File: config.mk
export PLATFORM = sky130hd
export DESIGN_NAME = acc_cpu_core
export DESIGN_NICKNAME = d
export VERILOG_FILES = /design/src/rtl/acc_cpu_core.sv
export SDC_FILE = /design/constraint.sdc
export NUM_CORES = 1
export LEC_CHECK = 0
export BUFFER_PORTS_ARGS = -buffer_cell sky130_fd_sc_hd__buf_2
export CORE_MARGIN = 2
export CORE_UTILIZATION = 40
export DETAILED_ROUTE_END_ITERATION = 12
export PLACE_DENSITY = 0.64
export SYNTH_ARGS = -nofsm -noshare
export SYNTH_HDL_FRONTEND = slang
export SYNTH_SLANG_ARGS = --single-unit
File: constraint.sdc
create_clock -name clk_i -period 2.1 [get_ports clk_i]
set_input_delay 0.42 -clock clk_i [delete_from_list [all_inputs] [get_ports clk_i]]
set_output_delay 0.42 -clock clk_i [all_outputs]
set_load 0.005 [all_outputs]
File: src/rtl/acc_cpu_core.sv
// Multi-cycle accumulator CPU with req/ack instruction fetch, valid-qualified input bus and strobed output bus.
// Latency: 2 cycles per instruction with zero-wait ack (FETCH + EXEC); each fetch wait cycle adds one.
// Backpressure: FETCH holds req/addr until imem_ack_i; IN stalls in WAIT_IN until aib_valid_i; output bus is never stalled.
//
// Ports:
//   clk_i, rst_ni                     clock (rising edge), async active-low reset
//   imem_req_o/addr_o/ack_i/data_i    instruction fetch handshake (addr = pc)
//   aib_i, aib_valid_i                input bus, sampled by IN when valid
//   aob_o, aob_valid_o                registered output bus, one-cycle strobe after OUT
//   pc_o, ins_o, acc_o, flags_o       debug view: pc, latched instruction, accumulator, {carry, zero}
//   state_o, halted_o                 FSM state (FETCH=0, EXEC=1, WAIT_IN=2, HALT=3), halt indicator
module acc_cpu_core #(
  parameter int DATA_W = 8,   // 4..32
  parameter int ADDR_W = 12,  // must be >= DATA_W so imm fits in the operand
  parameter int OPC_W  = 4,   // ISA opcode width, fixed at 4
  localparam int INS_W = OPC_W + ADDR_W
) (
  input  logic              clk_i,
  input  logic              rst_ni,
  output logic              imem_req_o,
  output logic [ADDR_W-1:0] imem_addr_o,
  input  logic              imem_ack_i,
  input  logic [INS_W-1:0]  imem_data_i,
  input  logic [DATA_W-1:0] aib_i,
  input  logic              aib_valid_i,
  output logic [DATA_W-1:0] aob_o,
  output logic              aob_valid_o,
  output logic [ADDR_W-1:0] pc_o,
  output logic [INS_W-1:0]  ins_o,
  output logic [DATA_W-1:0] acc_o,
  output logic [1:0]        flags_o,
  output logic [1:0]        state_o,
  output logic              halted_o
);

  typedef enum logic [1:0] {
    S_FETCH   = 2'd0,
    S_EXEC    = 2'd1,
    S_WAIT_IN = 2'd2,
    S_HALT    = 2'd3
  } state_t;

  localparam logic [OPC_W-1:0] OP_NOP  = 4'h0;
  localparam logic [OPC_W-1:0] OP_LDI  = 4'h1;
  localparam logic [OPC_W-1:0] OP_ADDI = 4'h2;
  localparam logic [OPC_W-1:0] OP_SUBI = 4'h3;
  localparam logic [OPC_W-1:0] OP_ANDI = 4'h4;
  localparam logic [OPC_W-1:0] OP_ORI  = 4'h5;
  localparam logic [OPC_W-1:0] OP_XORI = 4'h6;
  localparam logic [OPC_W-1:0] OP_JMP  = 4'h7;
  localparam logic [OPC_W-1:0] OP_JZ   = 4'h8;
  localparam logic [OPC_W-1:0] OP_JC   = 4'h9;
  localparam logic [OPC_W-1:0] OP_IN   = 4'hA;
  localparam logic [OPC_W-1:0] OP_OUT  = 4'hB;
  localparam logic [OPC_W-1:0] OP_SHL  = 4'hC;
  localparam logic [OPC_W-1:0] OP_SHR  = 4'hD;
  localparam logic [OPC_W-1:0] OP_HLT  = 4'hF;

  state_t            state_q, state_d;
  logic [ADDR_W-1:0] pc_q, pc_d, pc_inc, operand;
  logic [INS_W-1:0]  ins_q, ins_d;
  logic [DATA_W-1:0] acc_q, acc_d, imm, aob_q, aob_d;
  logic              c_q, c_d, z_q, z_d;
  logic              aob_vld_q, aob_vld_d;
  logic [OPC_W-1:0]  opc;
  logic [DATA_W:0]   add_res, sub_res;

  assign opc     = ins_q[INS_W-1:ADDR_W];
  assign operand = ins_q[ADDR_W-1:0];
  assign imm     = operand[DATA_W-1:0];
  assign pc_inc  = pc_q + ADDR_W'(1);  // wraps to 0 at the top of the address space

  // One extra bit catches the carry on add and the borrow on subtract.
  assign add_res = {1'b0, acc_q} + {1'b0, imm};
  assign sub_res = {1'b0, acc_q} - {1'b0, imm};

  always_ff @(posedge clk_i or negedge rst_ni) begin
    if (!rst_ni) begin
      state_q   <= S_FETCH;
      pc_q      <= '0;
      ins_q     <= '0;
      acc_q     <= '0;
      c_q       <= 1'b0;
      z_q       <= 1'b0;
      aob_q     <= '0;
      aob_vld_q <= 1'b0;
    end else begin
      state_q   <= state_d;
      pc_q      <= pc_d;
      ins_q     <= ins_d;
      acc_q     <= acc_d;
      c_q       <= c_d;
      z_q       <= z_d;
      aob_q     <= aob_d;
      aob_vld_q <= aob_vld_d;
    end
  end

  always_comb begin
    state_d   = state_q;
    pc_d      = pc_q;
    ins_d     = ins_q;
    acc_d     = acc_q;
    c_d       = c_q;
    z_d       = z_q;
    aob_d     = aob_q;
    aob_vld_d = 1'b0;  // strobe lives for exactly one cycle

    case (state_q)
      S_FETCH: begin
        if (imem_ack_i) begin
          ins_d   = imem_data_i;
          state_d = S_EXEC;
        end
      end

      S_EXEC: begin
        state_d = S_FETCH;
        pc_d    = pc_inc;
        case (opc)
          OP_LDI: begin
            acc_d = imm;
            z_d   = (imm == '0);
          end
          OP_ADDI: begin
            {c_d, acc_d} = add_res;
            z_d          = (add_res[DATA_W-1:0] == '0);
          end
          OP_SUBI: begin
            acc_d = sub_res[DATA_W-1:0];
            c_d   = sub_res[DATA_W];
            z_d   = (sub_res[DATA_W-1:0] == '0);
          end
          OP_ANDI: begin
            acc_d = acc_q & imm;
            z_d   = ((acc_q & imm) == '0);
          end
          OP_ORI: begin
            acc_d = acc_q | imm;
            z_d   = ((acc_q | imm) == '0);
          end
          OP_XORI: begin
            acc_d = acc_q ^ imm;
            z_d   = ((acc_q ^ imm) == '0);
          end
          OP_JMP: pc_d = operand;
          OP_JZ:  if (z_q) pc_d = operand;
          OP_JC:  if (c_q) pc_d = operand;
          OP_IN: begin
            if (aib_valid_i) begin
              acc_d = aib_i;
              z_d   = (aib_i == '0);
            end else begin
              // pc stays put; WAIT_IN advances it once the data arrives
              pc_d    = pc_q;
              state_d = S_WAIT_IN;
            end
          end
          OP_OUT: begin
            aob_d     = acc_q;
            aob_vld_d = 1'b1;
          end
          OP_SHL: begin
            c_d   = acc_q[DATA_W-1];
            acc_d = {acc_q[DATA_W-2:0], 1'b0};
            z_d   = ({acc_q[DATA_W-2:0], 1'b0} == '0);
          end
          OP_SHR: begin
            c_d   = acc_q[0];
            acc_d = {1'b0, acc_q[DATA_W-1:1]};
            z_d   = ({1'b0, acc_q[DATA_W-1:1]} == '0);
          end
          OP_HLT: begin
            pc_d    = pc_q;
            state_d = S_HALT;
          end
          default: ;  // NOP and the reserved opcode
        endcase
      end

      S_WAIT_IN: begin
        if (aib_valid_i) begin
          acc_d   = aib_i;
          z_d     = (aib_i == '0);
          pc_d    = pc_inc;
          state_d = S_FETCH;
        end
      end

      default: ;  // HALT: everything frozen until reset
    endcase
  end

  // State resets to FETCH, so the request is gated by reset to keep it low while held.
  assign imem_req_o  = rst_ni & (state_q == S_FETCH);
  assign imem_addr_o = pc_q;
  assign aob_o       = aob_q;
  assign aob_valid_o = aob_vld_q;
  assign pc_o        = pc_q;
  assign ins_o       = ins_q;
  assign acc_o       = acc_q;
  assign flags_o     = {c_q, z_q};
  assign state_o     = state_q;
  assign halted_o    = (state_q == S_HALT);

endmodule
==> results_dict.tcl <==
set metrics [dict create \
    outcome "finished, violations left" \
    violations "negative setup slack" \
    hold_violations 0 \
    cts_max_path_buffers 2 \
    synth_enable_flop_cells 0 \
    die_x_um 113.5 \
    synth.distinct_cells 83 \
    syn_nets 637 \
    fin_crit_sh 1.106 \
    path_cells "ha_4 > fa_2 > or2_1 > a211o_1 > mux2i_2 > buf_4 > a21oi_2 > a32oi_1 > o21bai_1" \
    synth_area_leader_cell "dfrtp_1" \
    overflow 0 \
    rows 40 \
    synth-seq-cells 49 \
    root_buffer "clkbuf_16" \
    ant_nets 0 \
    critPathSlowestCell "dfrtp_2" \
    cp_slowest_stage_delay_ns 0.45 \
    cp_top_family "compound AO/OA/AOI/OAI gates" \
    io_pins 91 \
    grt_max_degree 50 \
    die_h_um 113.5 \
    cts_max_level 2 \
    maxSlewViolCount 0 \
    wl_per_cell_um 22.28 \
    start_util 0.4045 \
    synthTopCellsByArea "dfrtp_1 26%, ha_1 7.8%, mux2_2 3.8%" \
    gp_congestion 0.9793 \
    rr_startpoint "ins_o[0]" \
    cp-start-kind "flip-flop" \
    crit_buf_inv 1 \
    r2r_slack_ns -0.22 \
    clkTransAtPathRegs_ns 0.07 \
    power_density_nw_per_um2 2095 \
    max_slew_margin 0.5706 \
    grt_pass1_vias 5085 \
    insertion_delay_ns 0.30 \
    critPathArrivalTime_ns 2.51 \
    synth.area.mux_share 0.06050 \
    ys.flop_type "dfrtp_1" \
    fillCellCount 1107 \
    finalSetupViolCount 5 \
    path_max_fanout 3 \
    rsz0062_at_grt "yes" \
    grt_pass1_wl_um 29730 \
    fmax_mhz 430.4 \
    die-area_um2 12890 \
    track_usage 0.3022 \
    drt_iter0_markers 541 \
    seq_area_frac_synth 0.2555 \
    drc 0 \
    yosysWarnings 0 \
    cts.sinks 49 \
    path_class "flip-flop to flip-flop" \
    critPathCaptureType "flip-flop" \
    final_common_cell "buf_4" \
    cts_tree "built" \
    vias 5480 \
    insertedDiodeCount 0 \
    synth_top_area_share 0.2555 \
    drive_above_1_share 0.4164 \
    syn_area_um2 4798 \
    setup_tns_ns -0.6963 \
    p_leak_nw 2.996 \
    io_buffers 90 \
    synth_fa_ha_area_frac 0.08657 \
    wl_um 20070 \
    synth_xor_area_frac 0.02373 \
    ff2ff_path_depth 9 \
    hold_path_class "primary input to asynchronous set/reset pin" \
    period_minus_slack_ns 2.323 \
    critical_path_required_ns 2.28 \
    synth_cells 577 \
    skew_ns 0.009982 \
    r2r-end "z_q" \
    setup_ws_ns -0.2232 \
    vias_per_cell 6.082 \
    nNetsFinal 813 \
    place_area_um2 6085 \
    areaGrowthSynthToFinish_pct 36.74 \
    final_cell_mix "124 x buf_4, 90 x buf_2, 44 x nand2_1, 41 x dfrtp_1, 31 x nor2_1" \
    max-cap-violations 0 \
    core_area_um2 11860 \
    synthArstFlopShare 1.000 \
    avgSynthCellArea_um2 8.316 \
    stdcell_area_um2 6561 \
    vdd.ir_drop.worst_mv 0.9851 \
    whs_ns 0.2240 \
    antenna_found_initial 0 \
    dr.pass1.iters 5 \
    synth_compound_area_frac 0.2821 \
    synth_top_family_by_area "compound AO/OA/AOI/OAI gates" \
    dp_hpwl_um 15550 \
    synth_simple_gate_area_frac 0.1961 \
    worst_pin_slew_ns 0.6441 \
    numCtsBuffers 5 \
]
==> cell usage after synthesis, types with 9 or more instances <==
library cell	count
ha_1	30
o22ai_1	9
nand3_1	11
o21ai_1	22
mux2i_1	11
inv_1	32
clkbuf_1	12
nor4_1	11
a22oi_1	10
buf_2	15
nor3_1	16
nand2_1	45
nand2b_1	12
buf_4	16
a21oi_1	32
o21ai_0	32
dfrtp_1	49
mux2_2	16
nand4_1	9
nor2_1	31
==> flip-flops by register name (all words and copies together), names as in the netlist <==
signal,cells
aob_valid_o,1
c_q,1
state_o,2
z_q,1
aob_o,8
acc_o,8
ins_o,16
imem_addr_o,12
==> kinds of logic (layout without fill, tap and decap cells) <==
family / Yosys count / count (layout)
adder cells (fa/ha/maj): 32 / 32
buffers and inverters: 85 / 262
XOR/XNOR: 13 / 13
AO/OA/AOI/OAI: 194 / 194
flip-flops: 49 / 49
AND/OR/NAND/NOR: 177 / 177
multiplexers: 27 / 27
==> how the worst max path moves through the flow <==
stage,endpoint,depth (start not counted),startpoint,slack (ns)
global route,z_q,9,ins_o[0],-0.28
global placement,z_q,8,ins_o[4],-0.23
CTS,c_q,8,ins_o[0],-0.21
detailed placement,z_q,8,ins_o[4],-0.22
finish,z_q,9,ins_o[0],-0.22
floorplan,c_q,8,ins_o[0],-0.11
==> power breakdown <==
group          total, mW  switching [mW]  leakage (nW)  internal (mW)
clock network      0.993           0.396        0.0841          0.597
registers           1.92           0.517         0.591           1.40
logic               10.8            5.78          2.32           5.06
total               13.7            6.69          3.00           7.06
==> layer usage <==
layer  global-route usage  share of wire  wire [µm]
met1               0.4342           0.44       8925
met4              0.06829          0.018        364
met5                    0              0          0
met3              0.05685          0.083       1666
met2               0.4727           0.45       9118
==> timing repair <==
action | CTS | global route
buffers inserted | 1 | 9
endpoints found under the setup margin | 10 | 20
pin swaps | 12 | 15
gates resized for setup | 16 | 43
hold buffers | 0 | 0
==> metrics by stage <==
stage               power, mW  utilization  instances  setup slack (ns)
floorplan               7.415            -        577           -0.1052
finish                  13.75       0.5532        901           -0.2232
CTS                     12.78       0.5335        892           -0.2138
detailed placement      11.52       0.5130        883           -0.2227
global placement        11.49       0.5130        883           -0.2322
global route            14.57       0.5532        901           -0.2848
==> layout make-up <==
cell class	count	area, µm²	area share
Sequential cell	49	1236	0.1884
Timing Repair Buffer	220	1469	0.2239
Multi-Input combinational cell	443	3372	0.5139
Inverter	34	127.6	0.01945
Tap cell	147	183.9	0.02803
Clock inverter	1	30.03	0.004577
Clock buffer	7	142.6	0.02174
==> worst reg2reg max path: cells and delay by family, from the launching register on <==
kind	cells	cell delay, ns
AO/OA/AOI/OAI	4	0.63
adder cells (fa/ha/maj)	2	0.53
buffers and inverters	1	0.15
flip-flops	1	0.45
multiplexers	1	0.22
AND/OR/NAND/NOR	1	0.23
Power figures use the tool's default switching activity.
